$ cat config.mk
export PLATFORM = sky130hd
export DESIGN_NAME = capture_ctrl
export DESIGN_NICKNAME = d
export VERILOG_FILES = /design/src/rtl/capture_ctrl.sv
export SDC_FILE = /design/constraint.sdc
export NUM_CORES = 1
export LEC_CHECK = 0
export ABC_AREA = 1
export BUFFER_PORTS_ARGS = -buffer_cell sky130_fd_sc_hd__buf_2
export CAP_MARGIN = 20
export CORE_ASPECT_RATIO = 0.8
export CORE_MARGIN = 10
export CORE_UTILIZATION = 54
export CTS_CLUSTER_SIZE = 20
export DETAILED_ROUTE_END_ITERATION = 7
export GPL_ROUTABILITY_DRIVEN = 0
export PLACE_DENSITY_LB_ADDON = 0.2
export SYNTH_ARGS = -nofsm -noshare
export SYNTH_HDL_FRONTEND = slang
export SYNTH_SLANG_ARGS = --single-unit
$ cat constraint.sdc
create_clock -name clk -period 4.5 [get_ports clk]
set_input_delay 0 -clock clk [delete_from_list [all_inputs] [get_ports clk]]
set_output_delay 0 -clock clk [all_outputs]
set_load 0.03 [all_outputs]
$ cat src/rtl/capture_ctrl.sv
// Capture sequencer: decimates samples, fills the pre-trigger window, arms, then counts post-trigger writes.
// Optional force_trig input enabled by defining CAPTURE_CTRL_FORCE_TRIG_EN.
module capture_ctrl #(
    parameter int ENTRIES = 384,
    parameter int LOG2    = 9
) (
    input  logic            clk,
    input  logic            rst,
    input  logic            run,
    input  logic            capture_done,
    input  logic [3:0]      decimator,
    input  logic [LOG2-1:0] trig_pos,
    input  logic            smpl_vld,
    input  logic            triggered,
`ifdef CAPTURE_CTRL_FORCE_TRIG_EN
    input  logic            force_trig,
`endif
    output logic [LOG2-1:0] ram_addr,
    output logic            we,
    output logic            armed,
    output logic            capturing,
    output logic            set_capture_done
);

    typedef enum logic [2:0] {IDLE, CAPTURE, ARMED, POST, DONE} state_t;

    localparam logic [LOG2-1:0] LAST = LOG2'(ENTRIES - 1);
    localparam logic [LOG2:0]   FULL = (LOG2 + 1)'(ENTRIES);

    state_t          state, state_next;
    logic [14:0]     dec_cnt;
    logic [14:0]     dec_max;
    logic [LOG2:0]   pre_cnt;
    logic [LOG2:0]   threshold;
    logic [LOG2-1:0] post_cnt;
    logic [LOG2-1:0] trig_pos_c;
    logic            writing;
    logic            accept;
    logic            fire;
    logic            done_now;
    logic            final_accept;
    logic            final_wr;

    always_comb begin
        trig_pos_c = (trig_pos > LAST) ? LAST : trig_pos;
        threshold  = FULL - {1'b0, trig_pos_c};
        dec_max    = 15'((16'd1 << decimator) - 16'd1);
        writing    = run && (state == CAPTURE || state == ARMED || state == POST);
        accept     = writing && smpl_vld && (dec_cnt == dec_max);
`ifdef CAPTURE_CTRL_FORCE_TRIG_EN
        fire = (state == ARMED && triggered) ||
               (force_trig && (state == CAPTURE || state == ARMED));
`else
        fire = (state == ARMED) && triggered;
`endif
    end

    always_comb begin
        state_next   = state;
        done_now     = 1'b0;
        final_accept = 1'b0;
        armed        = (state == ARMED);
        capturing    = (state == CAPTURE || state == ARMED || state == POST);
        case (state)
            IDLE: begin
                if (run && !capture_done)
                    state_next = CAPTURE;
            end
            CAPTURE, ARMED: begin
                if (!run) begin
                    state_next = IDLE;
                end else if (fire) begin
                    // A zero-length post window completes on the trigger itself
                    if (trig_pos_c == '0) begin
                        state_next = DONE;
                        done_now   = 1'b1;
                    end else begin
                        state_next = POST;
                    end
                end else if (state == CAPTURE && pre_cnt == threshold) begin
                    state_next = ARMED;
                end
            end
            POST: begin
                if (!run) begin
                    state_next = IDLE;
                end else if (accept && (post_cnt + LOG2'(1) == trig_pos_c)) begin
                    state_next   = DONE;
                    final_accept = 1'b1;
                end
            end
            DONE: begin
                if (!run)
                    state_next = IDLE;
            end
            default: state_next = IDLE;
        endcase
    end

    always_ff @(posedge clk) begin
        if (rst) begin
            state            <= IDLE;
            ram_addr         <= LAST;
            we               <= 1'b0;
            set_capture_done <= 1'b0;
            final_wr         <= 1'b0;
            dec_cnt          <= '0;
            pre_cnt          <= '0;
            post_cnt         <= '0;
        end else begin
            state            <= state_next;
            we               <= accept;
            final_wr         <= final_accept;
            // The pulse lands one cycle after the final write's enable
            set_capture_done <= final_wr | done_now;
            if (state == IDLE && state_next == CAPTURE) begin
                ram_addr <= LAST;
                dec_cnt  <= '0;
                pre_cnt  <= '0;
                post_cnt <= '0;
            end else begin
                if (writing && smpl_vld)
                    dec_cnt <= accept ? 15'd0 : dec_cnt + 15'd1;
                if (accept) begin
                    ram_addr <= (ram_addr == LAST) ? '0 : ram_addr + LOG2'(1);
                    if (state == POST)
                        post_cnt <= post_cnt + LOG2'(1);
                    else if (pre_cnt != FULL)
                        pre_cnt <= pre_cnt + (LOG2 + 1)'(1);
                end
                if (state != POST && state_next == POST)
                    post_cnt <= '0;
            end
        end
    end

endmodule

==> run summary <==
The run finished with clean final reports. For this configuration, the core starts out at a cell density of 0.568. After synthesis, the cell types taking the most area are sky130_fd_sc_hd__dfxtp_1, sky130_fd_sc_hd__nand2_1, sky130_fd_sc_hd__inv_1. The net count after synthesis is 658. The detailed-routing wirelength on met1 is 4820 um. The portion of total power attributed to the clock network came out at 0.359. The worst vdd rail ir drop is 0.000157 V. For this run, the slowest stage of the critical path takes 0.48 ns.

The largest net degree at the start of global routing is 17. In this run the number of cells on the critical path is 15. Of the post-synthesis cell area, the dominant cell type holds 0.264. The final period utilization came out at 0.527.

Dividing the detail-routed wire length by the instance count gives 13.1 um. The setup TNS is 0 ns. The number of design-rule violations left by the first detailed-router iteration is 463.

The number of standard-cell rows in the floorplan came out at 26. Once detail routing completed, the nets flagged for antenna violations numbered 0. The total routing resource utilization after global routing came out at 0.181.

The via count of the first global-routing pass came out at 3,611. The share of synthesized cell area in and, or, nand and nor gates is 0.479. The clock transition time at the flip-flop clock pins of the worst setup and hold paths is 0.10 ns. The detailed-router iteration count before antenna repair is 5. The number of flip-flops and latches in the synthesized netlist came out at 49. Summed over all instances, the cell type with the most area after synthesis is sky130_fd_sc_hd__dfxtp_1. Using the TritonRoute via totals, the vias-per-cell ratio works out to 5.37. The final max-slew violation count came out at 0. The clock tree skew after final layout came out at 0.0109 ns. Setup repair after global routing left no endpoint under its margin.

Across all hold checks on the routed design, the worst slack comes to 0.0226 ns. The leakage dissipation came out at 1.99 nW. The top fanout value on the critical path is 16.

The switching share of power came out at 0.269. The worst register-to-register path ends at post_cnt[5]. OpenSTA, run right after detailed placement, puts the worst setup slack at 1.90 ns. The number of distinct library cells after synthesis came out at 38. The routed design has 9850 um of wire. Data on the critical path is required at its endpoint by 4.75 ns. The combinational power share came out at 0.139. The area of the mapped netlist came out at 0.00371 mm^2.

The endpoint type of the worst setup path is a register. The setup path with the least slack is of type input pin to register. The number of hold-slack violations in the final timing report is 0. The worst path buffer plus inverter count is 3.

The core occupancy in the finished layout came out at 0.621. The maximum root-to-sink buffer count is 2. The die is 94.2 um tall. The count of input and output buffers came out at 31. Max-cap violations in this run came to 0. The cell seen most often among critical-path stages is sky130_fd_sc_hd__nand2_1.

The synthesized area divided by synthesized cell count came out at 5.88 um^2. Summing all flip-flop and latch instances after layout gives 981 um^2. Data on the critical path arrives at its endpoint at 2.62 ns. After synthesis, the share of cell area in mux cells is 0.00269. The combined area of the multi-input logic cells came out at 0.00232 mm^2. The area of all placed cells without fillers is 0.00406 mm^2.

The design draws 0.864 mW. The source of the critical timing path is trig_pos[8]. The share of post-route cells with drive strength above 1 came out at 0.102. The worst register-to-register path has a depth of 15. In this run the power spent charging and discharging nets is 0.233 mW. The antenna cell count is 0. Setup violations remaining at the end of the flow were counted as 0.

Among all stages on the critical path, the largest delay is contributed by sky130_fd_sc_hd__nor4_1. Of the total synthesized cell area, the portion taken by full adders, half adders and majority gates is 0.0236. The complex-gate fraction of the synthesized area is 0.0792. The critical path goes through buf_2 -> nand2_1 -> nand2_1 -> inv_1 -> ha_1 -> nand2_1 -> nor2_1 -> nand2_1 -> nor4_1 -> nor2_1 -> o21ai_0 -> inv_1 -> nand2_1 -> nand2_2 -> nor2_1.

The number of warnings reported in the yosys synthesis log came out at 0. The worst-margin pin slew is 0.618 ns. The internal power is 0.632 mW. The xor and xnor fraction of the mapped netlist area is 0.0397. The number of sinks driven by the clock tree came out at 49. The final routed DRC violation total came out at 0. In this run the post-CTS setup repair buffer count came out at 0. The residual overflow from global routing is 0. The floorplan core area came out at 0.00654 mm^2. Measured against its own limit, the worst slew margin works out to 0.584. In this run the critical register-to-register path is launched from post_cnt[0].

The die outline area is 0.0106 mm^2. The part of the total power dissipated in sequential elements came out at 0.503. The part of the Yosys area used for sequential elements came out at 0.264. Grouping stages by cell kind, the critical path spends the most delay in simple AND/OR/NAND/NOR gates. Counting I/O delays and the setup requirement, the final critical path takes 2.37 ns.

The smallest setup slack after layout is 2.13 ns. The wire length of the first global-routing pass came out at 16,500 um. The estimated wirelength of the detail-placed design came out at 7900 um. The worst-skew pair later-pin latency is 0.31 ns.

The worst min-delay path class is input pin to register. The total length of routed met2 wires is 4130 um. The total power density per cell area came out at 213 mW/mm^2.

TritonCTS built the clock tree. The critical path ends at post_cnt[5]. The nature of the critical path startpoint is an input pin. The root buffer cell chosen for the clock tree is sky130_fd_sc_hd__clkbuf_8. The initial antenna violation count came to 0. For this block, the via count after detailed routing is 4,024. The main combinational cell family by area after synthesis is simple AND/OR/NAND/NOR gates.

The highest metal layer carrying signal wires in the routed design is met4. The number of buffers created by CTS came out at 5. The maximum clock frequency came out at 0.422 GHz. The number of placed instances, taps included is 741.

The layout filler cell count came out at 629. The post-place instance area came out at 0.00395 mm^2. For this run, the number of standard cells in the final layout without fillers is 749. The cell count after synthesis came out at 632. The worst register-to-register path has a setup slack of 2.22 ns. The detailed route wirelength on metal3 is 808 um. The layout-stage area growth over the synthesis result came out at 9.26%. The number of ports placed on the die boundary came out at 32. The overall die width came out at 113 um. The count of H-tree levels built during CTS came out at 2. The final net count is 691.
## synth_stat cells (all sizes together)
cell type	instances
a21oi	27
clkbuf	2
a31oi	1
xor2	14
xnor2	2
buf	5
nor3	18
o21a	1
nor3b	4
a32oi	1
dfxtp	49
mux2i	1
inv	99
o21ai	21
nand4	14
clkinv	1
a211oi	2
nor4	6
o211ai	1
nand3b	3
nor2	85
a31o	1
or2	2
ha	7
nand3	68
nand2	197
## area by class of cell
type	count	share of cell area
multi-input combinational	476	0.572
sequential	49	0.242
timing repair buffer	33	0.0425
clock buffer	5	0.0170
clock inverter	2	0.00863
tap	84	0.0259
inverter	100	0.0928
## flip-flops by register name (all words and copies together) (netlist names)
signal,flops
dec_cnt,15
post_cnt,9
we,1
set_capture_done,1
state,3
ram_addr,9
pre_cnt,10
final_wr,1
## worst min-delay path, stage by stage
cell	delay (ns)
sky130_fd_sc_hd__buf_2	0.08
sky130_fd_sc_hd__nor4_1	0.06
sky130_fd_sc_hd__inv_1	0.07
sky130_fd_sc_hd__a31oi_1	0.08
## cells by family after synthesis
group | after synthesis
compound gates | 55
xor+xnor | 16
fa+ha+maj | 7
buf+inv | 107
flops | 49
mux | 1
simple gates | 397
## layout by cell type, fill, tap and decap left out, types with 2 or more instances in the layout
cell,n
sky130_fd_sc_hd__a211oi_1,2
sky130_fd_sc_hd__xor2_1,14
sky130_fd_sc_hd__nand3_1,63
sky130_fd_sc_hd__o21ai_1,4
sky130_fd_sc_hd__nand3_2,4
sky130_fd_sc_hd__nand3b_1,3
sky130_fd_sc_hd__clkbuf_8,5
sky130_fd_sc_hd__nor3_1,18
sky130_fd_sc_hd__nand4_1,14
sky130_fd_sc_hd__or2_2,2
sky130_fd_sc_hd__nor4_1,6
sky130_fd_sc_hd__buf_2,31
sky130_fd_sc_hd__nor2_1,76
sky130_fd_sc_hd__dfxtp_1,49
sky130_fd_sc_hd__a21oi_1,27
sky130_fd_sc_hd__nand2_1,190
sky130_fd_sc_hd__inv_1,95
sky130_fd_sc_hd__nor2_4,2
sky130_fd_sc_hd__o21ai_0,17
sky130_fd_sc_hd__nand2_2,6
sky130_fd_sc_hd__clkinv_2,2
sky130_fd_sc_hd__ha_1,7
sky130_fd_sc_hd__nor2_2,6
sky130_fd_sc_hd__inv_2,4
sky130_fd_sc_hd__nor3b_1,4
## power groups by stage
stage / Clock, mW / Sequential (mW) / Combinational (mW)
after floorplan: 0 / 0.444 / 0.0830
after global placement: 0 / 0.445 / 0.114
after detailed placement: 0 / 0.445 / 0.116
after CTS: 0.314 / 0.434 / 0.117
after global routing: 0.333 / 0.435 / 0.135
final: 0.310 / 0.434 / 0.120
## what timing repair did
item	4_1_cts	5_1_grt
endpoints found under the hold margin	6	0
hold buffers	1	0
gates resized for setup	0	0
## per-layer routing
layer,vias up,track usage
met3,9,0.0409
li1,2079,-
met1,1794,0.253
met5,-,0
met2,142,0.274
met4,0,0.0454
## worst min path at each step
stage / from / end / slack [ns] / cells after the start
2_1_floorplan: run / state[2] / 0.22 / 2
3_3_place_gp: rst / state[2] / 0.27 / 2
3_5_place_dp: rst / state[2] / 0.28 / 2
4_1_cts: capture_done / state[0] / 0.01 / 4
5_1_grt: capture_done / state[0] / 0.05 / 4
6_report: capture_done / state[0] / 0.02 / 4
Note: power is estimated with default switching activity, not from simulation.
